$ cat config.mk
export PLATFORM = sky130hd
export DESIGN_NAME = crack_sched_flat
export DESIGN_NICKNAME = d
export VERILOG_FILES = /design/src/rtl/crack_sched_pkg.sv /design/src/rtl/crack_sched_if.sv /design/src/rtl/crack_prio_enc.sv /design/src/rtl/crack_sched.sv /design/src/flat_wrapper.sv
export SDC_FILE = /design/constraint.sdc
export NUM_CORES = 1
export LEC_CHECK = 0
export BUFFER_PORTS_ARGS = -buffer_cell sky130_fd_sc_hd__buf_2
export CAP_MARGIN = 5
export CORE_AREA = 2 2 114 116
export DETAILED_ROUTE_END_ITERATION = 10
export DIE_AREA = 0 0 116 118
export MAX_ROUTING_LAYER = met4
export PLACE_DENSITY = 0.75
export SLEW_MARGIN = 40
export SYNTH_ARGS = -nofsm -noshare
export SYNTH_HDL_FRONTEND = slang
export SYNTH_SLANG_ARGS = --single-unit
$ cat constraint.sdc
create_clock -name clk -period 2 [get_ports clk]
set_input_delay 0.2 -clock clk [delete_from_list [all_inputs] [get_ports clk]]
set_output_delay 0.2 -clock clk [all_outputs]
set_load 0.01 [all_outputs]
$ cat src/rtl/crack_sched_pkg.sv
// Shared types and constants for the ARC4 key-search scheduler.
package crack_pkg;

  localparam int unsigned KEY_W        = 24;
  localparam int unsigned ABORT_CYCLES = 2;

  typedef enum logic [2:0] {
    StIdle,
    StLaunch,
    StRun,
    StAbort,
    StDone
  } crack_sched_state_t;

endpackage

$ cat src/rtl/crack_sched_if.sv
// Scheduler <-> engine-array bundle: launch/reset controls out, status and keys back.
interface crack_sched_if
  import crack_pkg::*;
#(
  parameter int unsigned NUM_ENG = 4
);

  logic [NUM_ENG-1:0]       eng_en;
  logic                     eng_rst_n;
  logic [NUM_ENG*KEY_W-1:0] eng_start_key;
  logic [KEY_W-1:0]         eng_step_key;
  logic [NUM_ENG-1:0]       eng_rdy;
  logic [NUM_ENG-1:0]       eng_key_valid;
  logic [NUM_ENG*KEY_W-1:0] eng_key;

  modport master (
    output eng_en,
    output eng_rst_n,
    output eng_start_key,
    output eng_step_key,
    input  eng_rdy,
    input  eng_key_valid,
    input  eng_key
  );

  modport slave (
    input  eng_en,
    input  eng_rst_n,
    input  eng_start_key,
    input  eng_step_key,
    output eng_rdy,
    output eng_key_valid,
    output eng_key
  );

endinterface

$ cat src/rtl/crack_prio_enc.sv
// Lowest-index priority encoder: idx of the first set bit of req, hit if any bit is set.
module crack_prio_enc #(
  parameter int unsigned  Width = 4,
  localparam int unsigned IdxW  = (Width > 1) ? $clog2(Width) : 1
) (
  input  logic [Width-1:0] req,
  output logic [IdxW-1:0]  idx,
  output logic             hit
);

  always_comb begin
    idx = '0;
    hit = 1'b0;
    for (int unsigned i = 0; i < Width; i++) begin
      if (req[i] && !hit) begin
        idx = IdxW'(i);
        hit = 1'b1;
      end
    end
  end

endmodule

$ cat src/rtl/crack_sched.sv
// Launches NUM_ENG interleaved key-search engines, reports the first valid key found and
// resets the remaining engines on a hit or an external abort.
module crack_sched
  import crack_pkg::*;
#(
  parameter int unsigned NUM_ENG = 4,
  parameter int unsigned CNT_W   = 32
) (
  input  logic             clk,
  input  logic             rst_n,
  input  logic             start,
  input  logic             abort,
  output logic             busy,
  output logic             done,
  output logic             found,
  output logic [KEY_W-1:0] key_out,
  output logic [CNT_W-1:0] run_cycles,
  crack_sched_if.master    eng
);

  localparam int unsigned IdxW      = (NUM_ENG > 1) ? $clog2(NUM_ENG) : 1;
  localparam int unsigned AbortCntW = (ABORT_CYCLES > 1) ? $clog2(ABORT_CYCLES) : 1;
  localparam logic [AbortCntW-1:0] AbortLast = AbortCntW'(ABORT_CYCLES - 1);

  crack_sched_state_t     state_q;
  logic                   busy_q;
  logic                   done_q;
  logic                   found_q;
  logic [KEY_W-1:0]       key_q;
  logic [CNT_W-1:0]       run_q;
  logic [NUM_ENG-1:0]     eng_en_q;
  logic                   eng_rst_n_q;
  logic [NUM_ENG-1:0]     seen_busy_q;
  logic [AbortCntW-1:0]   abort_cnt_q;

  logic [NUM_ENG-1:0]     cmpl_vec;
  logic [NUM_ENG-1:0]     win_vec;
  logic [IdxW-1:0]        win_idx;
  logic                   win_hit;
  logic [KEY_W-1:0]       win_key;
  logic                   all_rdy;

  // An engine counts as complete only after it has been seen busy, so a stale
  // ready flag right after launch is never mistaken for a finished search.
  assign cmpl_vec = seen_busy_q & eng.eng_rdy;
  assign win_vec  = cmpl_vec & eng.eng_key_valid;
  assign all_rdy  = &eng.eng_rdy;

  crack_prio_enc #(
    .Width (NUM_ENG)
  ) u_prio_enc (
    .req (win_vec),
    .idx (win_idx),
    .hit (win_hit)
  );

  always_comb begin
    win_key = '0;
    for (int unsigned i = 0; i < NUM_ENG; i++) begin
      if (win_idx == IdxW'(i)) win_key = eng.eng_key[i*KEY_W +: KEY_W];
    end
  end

  always_comb begin
    eng.eng_start_key = '0;
    for (int unsigned i = 0; i < NUM_ENG; i++) begin
      eng.eng_start_key[i*KEY_W +: KEY_W] = KEY_W'(i);
    end
  end

  assign eng.eng_step_key = KEY_W'(NUM_ENG);
  assign eng.eng_en       = eng_en_q;
  assign eng.eng_rst_n    = eng_rst_n_q;

  assign busy       = busy_q;
  assign done       = done_q;
  assign found      = found_q;
  assign key_out    = key_q;
  assign run_cycles = run_q;

  always_ff @(posedge clk) begin
    if (!rst_n) begin
      state_q     <= StIdle;
      busy_q      <= 1'b0;
      done_q      <= 1'b0;
      found_q     <= 1'b0;
      key_q       <= '0;
      run_q       <= '0;
      eng_en_q    <= '0;
      eng_rst_n_q <= 1'b0;
      seen_busy_q <= '0;
      abort_cnt_q <= '0;
    end else begin
      done_q      <= 1'b0;
      eng_en_q    <= '0;
      eng_rst_n_q <= 1'b1;
      unique case (state_q)
        StIdle: begin
          if (start) begin
            state_q     <= StLaunch;
            busy_q      <= 1'b1;
            found_q     <= 1'b0;
            key_q       <= '0;
            run_q       <= '0;
            seen_busy_q <= '0;
            if (all_rdy) eng_en_q <= '1;
          end
        end
        StLaunch: begin
          if (abort) begin
            state_q     <= StAbort;
            eng_rst_n_q <= 1'b0;
            abort_cnt_q <= '0;
          end else if (|eng_en_q) begin
            state_q <= StRun;
          end else if (all_rdy) begin
            eng_en_q <= '1;
          end
        end
        StRun: begin
          if (run_q != {CNT_W{1'b1}}) run_q <= run_q + CNT_W'(1);
          seen_busy_q <= seen_busy_q | ~eng.eng_rdy;
          // A winner takes precedence over a simultaneous abort.
          if (win_hit) begin
            state_q     <= StAbort;
            found_q     <= 1'b1;
            key_q       <= win_key;
            eng_rst_n_q <= 1'b0;
            abort_cnt_q <= '0;
          end else if (abort) begin
            state_q     <= StAbort;
            eng_rst_n_q <= 1'b0;
            abort_cnt_q <= '0;
          end else if (&cmpl_vec) begin
            state_q <= StDone;
            done_q  <= 1'b1;
          end
        end
        StAbort: begin
          if (abort_cnt_q == AbortLast) begin
            state_q <= StDone;
            done_q  <= 1'b1;
          end else begin
            abort_cnt_q <= abort_cnt_q + AbortCntW'(1);
            eng_rst_n_q <= 1'b0;
          end
        end
        StDone: begin
          state_q <= StIdle;
          busy_q  <= 1'b0;
        end
        default: begin
          state_q <= StIdle;
          busy_q  <= 1'b0;
        end
      endcase
    end
  end

endmodule
$ cat src/flat_wrapper.sv
// flat-port wrapper written by rule: the top's interface ports become plain ports
module crack_sched_flat import crack_pkg::*;
#(
  parameter int unsigned NUM_ENG = 4,
  parameter int unsigned CNT_W   = 32
)
  (clk, rst_n, start, abort, busy, done, found, key_out, run_cycles, eng_eng_en, eng_eng_rst_n, eng_eng_start_key, eng_eng_step_key, eng_eng_rdy, eng_eng_key_valid, eng_eng_key);
  crack_sched_if #(.NUM_ENG(NUM_ENG)) eng_i ();
  input  logic clk;
  input  logic rst_n;
  input  logic start;
  input  logic abort;
  output logic busy;
  output logic done;
  output logic found;
  output logic [KEY_W-1:0] key_out;
  output logic [CNT_W-1:0] run_cycles;
  output wire logic [$bits(eng_i.eng_en)-1:0] eng_eng_en;
  output wire logic [$bits(eng_i.eng_rst_n)-1:0] eng_eng_rst_n;
  output wire logic [$bits(eng_i.eng_start_key)-1:0] eng_eng_start_key;
  output wire logic [$bits(eng_i.eng_step_key)-1:0] eng_eng_step_key;
  input wire logic [$bits(eng_i.eng_rdy)-1:0] eng_eng_rdy;
  input wire logic [$bits(eng_i.eng_key_valid)-1:0] eng_eng_key_valid;
  input wire logic [$bits(eng_i.eng_key)-1:0] eng_eng_key;
  assign eng_eng_en = eng_i.eng_en;
  assign eng_eng_rst_n = eng_i.eng_rst_n;
  assign eng_eng_start_key = eng_i.eng_start_key;
  assign eng_eng_step_key = eng_i.eng_step_key;
  assign eng_i.eng_rdy = eng_eng_rdy;
  assign eng_i.eng_key_valid = eng_eng_key_valid;
  assign eng_i.eng_key = eng_eng_key;
  crack_sched #(.NUM_ENG(NUM_ENG), .CNT_W(CNT_W)) u_core (.clk(clk), .rst_n(rst_n), .start(start), .abort(abort), .busy(busy), .done(done), .found(found), .key_out(key_out), .run_cycles(run_cycles), .eng(eng_i));
endmodule
==> results of run 1 <==
-- routing by layer --
layer	track usage [%]	up-vias	routed length, um
li1	-	2330	-
met1	22.65	2180	5303
met2	32.97	228	7185
met3	3.399	31	931
met4	6.250	0	354
met5	-	-	0
-- critical path: cells and delay by family, from the launching register on --
| kind | cells | cell delay (ns) |
|---|---|---|
| compound gates | 2 | 0.48 |
| flops | 1 | 0.32 |
| simple gates | 3 | 1.14 |
-- timing repair --
action / in CTS / in global routing
gates resized for setup: 10 / 23
hold buffers: 0 / 0
setup buffers: 1 / 3
gates cloned: 1 / 1
endpoints found under the setup margin: 21 / 37
pin swaps: 3 / 12
endpoints found under the hold margin: 0 / 0
-- layout by cell type (no fill, tap or decap), types with 14 or more instances in the layout --
master,n
buf_4,71
a22o_1,24
nand2_1,27
nand4_1,18
buf_2,171
a222oi_1,24
o21ai_0,14
nor2_1,53
dfxtp_1,65
a21oi_1,48
conb_1,120
-- worst paths after layout --
path                           endpoint  slack (ns)  cells after the start          startpoint
setup / recovery  u_core.run_cycles[26]      -0.009                      5   u_core.state_q[2]
hold / removal    u_core.seen_busy_q[3]        0.17                      4      eng_eng_rdy[3]
setup reg to reg  u_core.run_cycles[26]      -0.009                      5   u_core.state_q[2]
hold reg to reg      u_core.key_out[15]        0.48                      1  u_core.key_out[15]
-- sequential cells by signal (all words and copies together) (netlist names) --
name and count:
u_core.eng.eng_rst_n 1, u_core.busy 1, u_core.done 1, u_core.run_cycles 32, u_core.found 1, u_core.state_q 3, u_core.key_out 24, u_core.abort_cnt_q 1
u_core.seen_busy_q 4, u_core.eng.eng_en 1
-- cell type report --
type / instances / area (um2) / share of cell area, %
multi-input cells: 460 / 2723 / 44.17
repair buffers: 248 / 1483 / 24.06
flip-flops and latches: 69 / 1386 / 22.49
clock buffers: 10 / 239.0 / 3.877
well taps: 172 / 215.2 / 3.492
clock inverters: 6 / 110.1 / 1.786
inverters: 2 / 7.507 / 0.1218
-- through the flow --
stage	utilization, %	hold slack [ns]	worst slack, ns	cell area (um2)	total power, mW
after global routing	49.65	0.1806	-0.04424	6163	4.901
final	49.65	0.1674	-0.008638	6163	4.673
after detailed placement	45.16	0.4619	-0.1213	5607	2.669
after global placement	45.10	0.4576	-0.05064	5599	2.640
after floorplan	-	0.3407	0.0006637	4965	2.346
after CTS	48.47	0.1585	-0.03589	6017	4.601
-- cells by family after synthesis --
logic type,synth area share (%)
compound gates,22.68
xor+xnor,0.3882
fa+ha+maj,0.2772
buf+inv,23.01
flops,30.61
mux,0.2218
other cells,0.1664
simple gates,22.65
-- report_power, final --
part	total [mW]	internal (mW)	switching (mW)
registers	1.47	1.43	0.0387
logic	1.32	0.559	0.757
clock network	1.88	1.25	0.635
==> summary.md, run 1 <==
| Metric | Value |
|---|---|
| Outcome | `finished with violations` |
| Violated checks | `setup timing` |
| Setup TNS | `-0.01243 ns` |
| Setup ws final | `-0.008638 ns` |
| IO buf count | `171` |
| Pins Over Slew Limit | `0` |
| FP Rows | `41` |
| Core area | `12410 um2` |
| Inst Count DP | `between 900 and 1000` |
| Vias per inst | `4.932` |
| Endpoints failing hold | `0` |
| Clk buf depth | `2` |
| Synthesis-to-finish area growth | `36.57%` |
| CTS tree | `done` |
| Dpl hpwl | `10280 um` |
| Largest stage delay on the critical path | `0.54 ns` |
| Yosys reg bits | `69` |
| Die area | `13690 um2` |
| Remaining global-route overflow | `0` |
| Initial antenna violation count | `0` |
| Starting Density | `between 30% and 40%` |
| Largest net degree at the start of global routing | `49` |
| Final ANT Viol Nets | `0` |
| # DRC | `0` |
| # fillers | `1222` |
| Slowest CP cell | `or4b_4` |
| Final #Nets | `899` |
| Dominant cells by area after synthesis | `dfxtp_1 (31%), buf_4 (20%), a21oi_1 (5.4%), a222oi_1 (5.3%), nor2_1 (4.7%)` |
| GP Congestion | `0.9045` |
| F_max | `between 400 and 500 MHz` |
| Yosys warning total | `0` |
| Ant diodes | `0` |
| PD cells | `about 760 nW/um2` |
| CTS clk-pin slew, worst paths | `0.06 ns` |
| Asr flop ratio synth | `0%` |
| Crit-path cells | `or4b_4 > and3_4 > a211o_4 > or4_1 > a21oi_1` |
| Sequential cell area fraction in the yosys report | `30.61%` |
| Slew @ Worst Pin | `0.6735 ns` |
| Area leader, netlist | `dfxtp_1` |
| First-pass iteration count of the detailed router | `6` |
| Most frequent cell after synthesis | `buf_4` |
| H-Tree Depth | `3` |
| # IOs | `292` |
| 1st-iter DRT viols | `about 250` |
| Critical path fanouts, max | `6` |
| Post-Layout Cell Count | `approximately 970` |
| Share of the synthesized area in the top cell type | `approximately 30%` |
| Avg Inst Size Synth | `8.059 um2` |
| Worst vdd ir | `approximately 0.45 mV` |
| Main synth FF type | `dfxtp_1` |
| Critical path endpoint category | `flip-flop` |
| Setup CP Type | `reg -> reg` |
| First-pass GRT wire length | `20570 um` |
| Period utilisation layout | `100.4%` |
| Sink Count | `69` |
| Max-capacitance violation count | `0` |
| Routed wire per std cell | `14.24 um` |
| Vias in the first global route | `4304` |
| DR vias | `4769` |
| Critical path arrival | `2.28 ns` |
| Post-synthesis cell area | `4513 um2` |
| Unrepaired setup endpoints after global routing | `true` |
| Hold WC Path Type | `in -> reg` |
| Clock Latency Late Sink | `0.34 ns` |
| Critical Path RT | `2.27 ns` |
| Final setup violation count | `2` |
| Share of layout cells above drive strength 1 | `between 30% and 40%` |
| Crit path time final | `2.009 ns` |
| CP startpoint kind | `flip-flop` |
| EDFF count, synth | `0` |
| Post-Route WL | `approximately 14000 um` |
| Chip width | `~120 um` |
| Netlist cell types | `55` |
| Chip height | `118 um` |
| Tot GR Track Use | `19.25%` |
| Cts bufs inserted | `9` |
| Final clock skew | `0.004963 ns` |
| Pleak | `2.911 nW` |
| Post-Syn Instances | `560` |
| Slew margin rel. | `55.00%` |
| Leading cell types by count after synthesis | `buf_4 (123), dfxtp_1 (69), nor2_1 (56)` |
| CTS root buf | `clkbuf_16` |
(Power assumes the default switching activity.)
==> inputs of run 2 (changes only) <==
Settings changed: PLACE_DENSITY 0.75 to 0.73, SKIP_LAST_GASP from default to 1.
==> run 2 against run 1 <==
Compared with the run above:
- the run still ends with setup timing left
- die area stayed put
- worst setup slack worse by 0.035 ns
- non-clock buffer count is 5 higher
- sequential power hardly changed
- global-route usage is 0.73 points higher
- count of clock-buffer cells in the layout is 1 lower
- cell count is 0.41% higher
- clock power is 13% lower
- clock skew is 0.0040 ns higher
- largest power group unchanged
- highest routed layer unchanged
==> summary.md, run 2 (synthesis results as in run 1) <==
| Metric | Value |
|---|---|
| H-Tree Depth | `3 (unchanged)` |
| Sequential fraction of design power | `33.7% (was 31.5%)` |
| Period utilisation layout | `102.2% (was 100.4%)` |
| Worst r2r src | `u_core.state_q[1] (was u_core.state_q[2])` |
| Register-to-Register Path Depth | `5 (unchanged)` |
| Chip height | `118 um (unchanged)` |
| Share of layout cells above drive strength 1 | `39.47% (was 37.61%)` |
| Tot Pwr | `4.379 mW (was 4.673 mW)` |
| Endpoints failing hold | `0 (unchanged)` |
| DR vias | `4832 (was 4769)` |
| Gate power share | `29.2% (was 28.2%)` |
| Die area | `13690 um2 (unchanged)` |
| Internal power | `2.948 mW (was 3.243 mW)` |
| Slew @ Worst Pin | `0.7338 ns (was 0.6735 ns)` |
| Critical Path RT | `2.27 ns (about the same)` |
| FP Rows | `41 (unchanged)` |
| Routed wire per std cell | `14.61 um (was 14.24 um)` |
| Hold Startpoint | `eng_eng_rdy[3] (unchanged)` |
| IO buf count | `171 (unchanged)` |
| Critical path endpoint category | `flip-flop (unchanged)` |
| Setup ws final | `-0.04331 ns (was -0.008638 ns)` |
| CTS clk-pin slew, worst paths | `0.06 ns (about the same)` |
| Violated checks | `setup timing (unchanged)` |
| Largest net degree at the start of global routing | `49 (unchanged)` |
| Largest stage delay on the critical path | `0.57 ns (was 0.54 ns)` |
| Tot GR Track Use | `19.98% (was 19.25%)` |
| Post-Route WL | `14180 um (was 13770 um)` |
| Sink Count | `69 (unchanged)` |
| Final clock skew | `0.008991 ns (was 0.004963 ns)` |
| Hold path endpoint | `u_core.seen_busy_q[3] (unchanged)` |
| # DRC | `0 (unchanged)` |
| 1st-iter DRT viols | `391 (was 248)` |
| Critical path fanouts, max | `7 (was 6)` |
| Worst R2R Setup Slack | `-0.04 ns (was -0.009 ns)` |
| Hold WC Path Type | `in -> reg (unchanged)` |
| Slew margin rel. | `51.03% (was 55.00%)` |
| Pleak | `2.922 nW (was 2.911 nW)` |
| Clk buf depth | `2 (unchanged)` |
| Vias in the first global route | `4302 (was 4304)` |
| Vias per inst | `4.976 (was 4.932)` |
| CTS root buf | `clkbuf_16 (unchanged)` |
| Slowest CP cell | `or4b_4 (unchanged)` |
| # IOs | `292 (unchanged)` |
| PD cells | `708.8 nW/um2 (was 758.2 nW/um2)` |
| Outcome | `finished with violations (unchanged)` |
| Psw | `1.431 mW (was 1.430 mW)` |
| First-pass iteration count of the detailed router | `6 (unchanged)` |
| Core area | `12410 um2 (unchanged)` |
| CTS tree | `done (unchanged)` |
| Pins Over Slew Limit | `0 (unchanged)` |
| Clock Latency Late Sink | `0.34 ns (about the same)` |
| Unrepaired setup endpoints after global routing | `true (unchanged)` |
| Hold path cells | `4 (unchanged)` |
| Sw frac | `32.67% (was 30.60%)` |
| Initial antenna violation count | `2 (was 0)` |
| Most frequent cells in the layout | `buf_2 (172), conb_1 (120), buf_4 (72) (was buf_2 (171), conb_1 (120), buf_4 (71))` |
| Synthesis-to-finish area growth | `36.87% (was 36.57%)` |
| Most common cell after layout, fill and taps aside | `buf_2 (unchanged)` |
| Setup CP Type | `reg -> reg (unchanged)` |
| Starting Density | `36.35% (unchanged)` |
| Final #Nets | `902 (was 899)` |
| Final ANT Viol Nets | `0 (unchanged)` |
| # fillers | `1246 (was 1222)` |
| GP Congestion | `0.8657 (was 0.9045)` |
| Final setup violation count | `2 (unchanged)` |
| Area occupied by multi-input gates | `2720 um2 (was 2723 um2)` |
| CP startpoint kind | `flip-flop (unchanged)` |
| Sequential cell area | `1394 um2 (was 1386 um2)` |
| F_max | `489.4 MHz (was 497.9 MHz)` |
| Dpl cell area | `5623 um2 (was 5607 um2)` |
| Chip width | `116 um (unchanged)` |
| Max-capacitance violation count | `0 (unchanged)` |
| Dpl hpwl | `10630 um (was 10280 um)` |
| Max reg flops | `32 (unchanged)` |
| Worst r2r dst | `u_core.run_cycles[30] (was u_core.run_cycles[26])` |
| Crit-path cells | `or4b_4 > and3_4 > a211o_4 > or4_1 > a21oi_1 (unchanged)` |
| Clock power frac | `37.2% (was 40.3%)` |
| Critical path arrival | `2.31 ns (was 2.28 ns)` |
| Post-place setup slack | `-0.1312 ns (was -0.1213 ns)` |
| Cts bufs inserted | `9 (unchanged)` |
| Worst vdd ir | `0.3602 mV (was 0.4516 mV)` |
| Remaining global-route overflow | `0 (unchanged)` |
| Crit path time final | `2.043 ns (was 2.009 ns)` |
| Cts hold-fix bufs | `0 (unchanged)` |
| First-pass GRT wire length | `21180 um (was 20570 um)` |
| Final Cell Area | `6177 um2 (was 6163 um2)` |
run 2: worst max-delay path by stage:
| stage | from | end | slack, ns | cells past startpoint |
|---|---|---|---|---|
| 6_report | u_core.state_q[1] | u_core.run_cycles[30] | -0.04 | 5 |
| 5_1_grt | u_core.state_q[1] | u_core.run_cycles[26] | -0.08 | 6 |
| 4_1_cts | u_core.state_q[2] | u_core.run_cycles[26] | -0.04 | 5 |
| 3_5_place_dp | u_core.state_q[2] | u_core.run_cycles[26] | -0.13 | 5 |
| 3_3_place_gp | eng_eng_key_valid[0] | u_core.key_out[19] | -0.18 | 7 |
| 2_1_floorplan | u_core.state_q[2] | u_core.run_cycles[28] | 0.0007 | 7 |
run 2: layer usage:
metal | vias up | track usage (%) | wire (um)
met5 | - | - | 0
met1 | 2221 | 23.37 | 5512
met4 | 0 | 9.896 | 499
li1 | 2337 | - | -
met2 | 236 | 32.49 | 7190
met3 | 38 | 3.811 | 981
run 2: worst max-delay path, delay by kind of cell (launching register included):
family / cells / cell delay (ns)
DFF: 1 / 0.32
AOI/OAI and AO/OA: 2 / 0.51
and+or+nand+nor: 3 / 1.15
run 2: final cells by class:
cell class	instances	share of cell area (%)
Clock inverter	7	1.215
Timing Repair Buffer	253	24.89
Sequential cell	69	22.56
Tap cell	172	3.484
Antenna cell	1	0.04051
Inverter	2	0.1215
Clock buffer	9	3.646
Multi-Input combinational cell	458	44.03
run 2: timing repair:
action,CTS,global route
pin swaps,4,14
resized for setup,11,41
buffers inserted,4,3
endpoints found under the setup margin,9,37
gates cloned,0,1
run 2: power groups by stage:
stage,clock network [mW],logic [mW],registers [mW]
after floorplan,0,0.825,1.52
after global placement,0,1.15,1.50
after detailed placement,0,1.15,1.50
after CTS,1.66,1.22,1.47
after global routing,1.71,1.39,1.48
final,1.63,1.28,1.47
run 2: per-stage QoR:
| stage | hold WS (ns) | utilization [%] | setup TNS [ns] | cells |
|---|---|---|---|---|
| detailed placement | 0.4623 | 45.29 | -0.4814 | 947 |
| floorplan | 0.3407 | - | 0 | 678 |
| finish | 0.1789 | 49.76 | -0.08218 | 971 |
| CTS | 0.1678 | 48.35 | -0.04823 | 967 |
| global placement | 0.4578 | 45.22 | -3.013 | 947 |
| global route | 0.2174 | 49.76 | -0.4729 | 971 |
==> inputs of run 3 (changes only) <==
Settings changed: MAX_ROUTING_LAYER met4 to default.
Clock period 2 ns to 1.8 ns, I/O delays scaled along.
==> run 3 against run 2 <==
Compared with the run above:
- the flow still finishes with violations (setup timing)
- clock power is 3% higher
- worst setup slack worse by 0.18 ns
- core utilization is 2.9 points higher
- global-route usage is 0.50 points higher
- fmax is 1.2% higher
- non-clock buffer count is 23 higher
- wire length is 8.4% higher
- first-iteration DRC count is 1.8% lower
- via count is 3.3% higher
- sequential cell count stayed put
- clock skew is 0.0038 ns lower
- design area is 5.8% higher
- largest power group is now combinational logic
==> summary.md, run 3 (synthesis results as in run 1) <==
| Metric | Value |
|---|---|
| Final clock skew | `0.005179 ns (was 0.008991 ns)` |
| Cts hold-fix bufs | `0 (unchanged)` |
| CTS tree | `done (unchanged)` |
| Dpl hpwl | `11040 um (was 10630 um)` |
| Remaining global-route overflow | `0 (unchanged)` |
| # IOs | `292 (unchanged)` |
| Chip width | `116 um (unchanged)` |
| Crit path time final | `2.018 ns (was 2.043 ns)` |
| Outcome | `finished with violations (unchanged)` |
| CP startpoint kind | `flip-flop (unchanged)` |
| Inst Count DP | `960 (was 947)` |
| Cts bufs inserted | `9 (unchanged)` |
| Hold WC Path Type | `in -> reg (unchanged)` |
| Violated checks | `setup timing (unchanged)` |
| First-pass iteration count of the detailed router | `7 (was 6)` |
| Critical Path RT | `2.07 ns (was 2.27 ns)` |
| Hold path endpoint | `u_core.seen_busy_q[3] (unchanged)` |
| Post-Layout Cell Count | `993 (was 971)` |
| Largest net degree at the start of global routing | `49 (unchanged)` |
| Util after Layout | `52.63% (was 49.76%)` |
| Final setup violation count | `32 (was 2)` |
| Tot GR Track Use | `20.48% (was 19.98%)` |
| Setup ws final | `-0.2184 ns (was -0.04331 ns)` |
| IO buf count | `171 (unchanged)` |
| CTS root buf | `clkbuf_16 (unchanged)` |
| Worst r2r dst | `u_core.run_cycles[30] (unchanged)` |
| Critical path arrival | `2.28 ns (was 2.31 ns)` |
| First-pass GRT wire length | `22400 um (was 21180 um)` |
| Most frequent cells in the layout | `buf_2 (171), conb_1 (120), buf_4 (84) (was buf_2 (172), conb_1 (120), buf_4 (72))` |
| Worst R2R Setup Slack | `-0.22 ns (was -0.04 ns)` |
| Post-Route WL | `15370 um (was 14180 um)` |
| CTS clk-pin slew, worst paths | `0.06 ns (about the same)` |
| Clk buf depth | `2 (unchanged)` |
| Endpoints failing hold | `0 (unchanged)` |
| Slew margin rel. | `54.34% (was 51.03%)` |
| Vias in the first global route | `4444 (was 4302)` |
| Vias per inst | `5.027 (was 4.976)` |
| Share of layout cells above drive strength 1 | `41.78% (was 39.47%)` |
| Hold slack | `0.1571 ns (was 0.1789 ns)` |
| Hold Startpoint | `eng_eng_rdy[3] (unchanged)` |
| Hold path cells | `4 (unchanged)` |
| Setup TNS | `-4.073 ns (was -0.08218 ns)` |
| # DRC | `0 (unchanged)` |
| Worst vdd ir | `0.4236 mV (was 0.3602 mV)` |
| Synthesis-to-finish area growth | `44.77% (was 36.87%)` |
| Clock Latency Late Sink | `0.33 ns (was 0.34 ns)` |
| Final ANT Viol Nets | `0 (unchanged)` |
| Period utilisation layout | `112.1% (was 102.2%)` |
| Routed wire per std cell | `15.48 um (was 14.61 um)` |
| F_max | `495.5 MHz (was 489.4 MHz)` |
| Chip height | `118 um (unchanged)` |
| Most common cell after layout, fill and taps aside | `buf_2 (unchanged)` |
| Starting Density | `36.35% (unchanged)` |
| Final #Nets | `926 (was 902)` |
| Die area | `13690 um2 (unchanged)` |
| Unrepaired setup endpoints after global routing | `true (unchanged)` |
| H-Tree Depth | `3 (unchanged)` |
| Pleak | `3.086 nW (was 2.922 nW)` |
| Initial antenna violation count | `0 (was 2)` |
| Worst r2r src | `u_core.state_q[1] (unchanged)` |
| FP Rows | `41 (unchanged)` |
| Critical path endpoint category | `flip-flop (unchanged)` |
| Max-capacitance violation count | `0 (unchanged)` |
| Sink Count | `69 (unchanged)` |
| 1st-iter DRT viols | `384 (was 391)` |
| Max reg flops | `32 (unchanged)` |
| Register-to-Register Path Depth | `5 (unchanged)` |
| Critical path fanouts, max | `5 (was 7)` |
| GP Congestion | `0.9007 (was 0.8657)` |
| DR vias | `4992 (was 4832)` |
| Core area | `12410 um2 (unchanged)` |
| Pins Over Slew Limit | `0 (unchanged)` |
| PD cells | `771.8 nW/um2 (was 708.8 nW/um2)` |
| Setup CP Type | `reg -> reg (unchanged)` |
| Slew @ Worst Pin | `0.6834 ns (was 0.7338 ns)` |
| Ant diodes | `0 (was 1)` |
[run 3: cell types whose count changed in the layout (fill, tap and decap cells not counted), sizes merged]
cell / change
a211o: +1
buf: +21
bufinv: -1
clkbuf: +7
clkinv: -1
clkinvlp: -3
diode: -1
inv: -1
[run 3: report_power, final]
group	switching [mW]	internal, mW
logic	0.944	0.775
clock network	0.646	1.04
registers	0.0426	1.60
[run 3: critical path: stages (launching register included)]
cell	delay [ns]
dfxtp_2	0.32
or4b_4	0.55
and3_4	0.18
a211o_4	0.36
or4_1	0.41
a21oi_1	0.13
[run 3: worst max-delay path by stage]
stage                           from               endpoint  slack, ns  cells past startpoint
5_1_grt        u_core.run_cycles[15]   u_core.run_cycles[3]      -0.28                      6
2_1_floorplan      u_core.state_q[1]  u_core.run_cycles[28]      -0.18                      7
3_5_place_dp       u_core.state_q[0]  u_core.run_cycles[15]      -0.26                      6
3_3_place_gp       u_core.state_q[1]  u_core.run_cycles[30]      -0.23                      5
6_report           u_core.state_q[1]  u_core.run_cycles[30]      -0.22                      5
4_1_cts            u_core.state_q[1]  u_core.run_cycles[16]      -0.18                      7
[run 3: per-layer routing]
| layer | share of wire (%) | up-vias | track usage, % | routed length [um] |
|---|---|---|---|---|
| li1 | - | 2377 | - | - |
| met1 | 42 | 2348 | 28.16 | 6481 |
| met2 | 48 | 246 | 32.05 | 7323 |
| met3 | 8.7 | 21 | 4.119 | 1339 |
| met4 | 1.5 | 0 | 6.399 | 228 |
| met5 | 0 | - | 0 | 0 |
[run 3: stage by stage]
stage / setup slack (ns) / power [mW] / area (um2)
6_report: -0.2184 / 5.043 / 6534
5_1_grt: -0.2816 / 5.285 / 6534
4_1_cts: -0.1807 / 4.806 / 6231
3_5_place_dp: -0.2555 / 2.997 / 5822
3_3_place_gp: -0.2313 / 2.969 / 5814
2_1_floorplan: -0.1849 / 2.643 / 5030
[run 3: cell type report]
cell class                 instances  area, um2
clock inverter                     1      5.005
inverter                           2      7.507
multi-input combinational        459       2808
tap                              172      215.2
sequential                        69       1404
clock buffer                      14      274.0
timing repair buffer             276       1821
fill                            1187       5881
[run 3: timing repair]
action	in CTS	in global routing
gates resized for setup	19	36
endpoints found under the setup margin	34	34
setup buffers	4	11
pin swaps	11	19
cloned	1	2
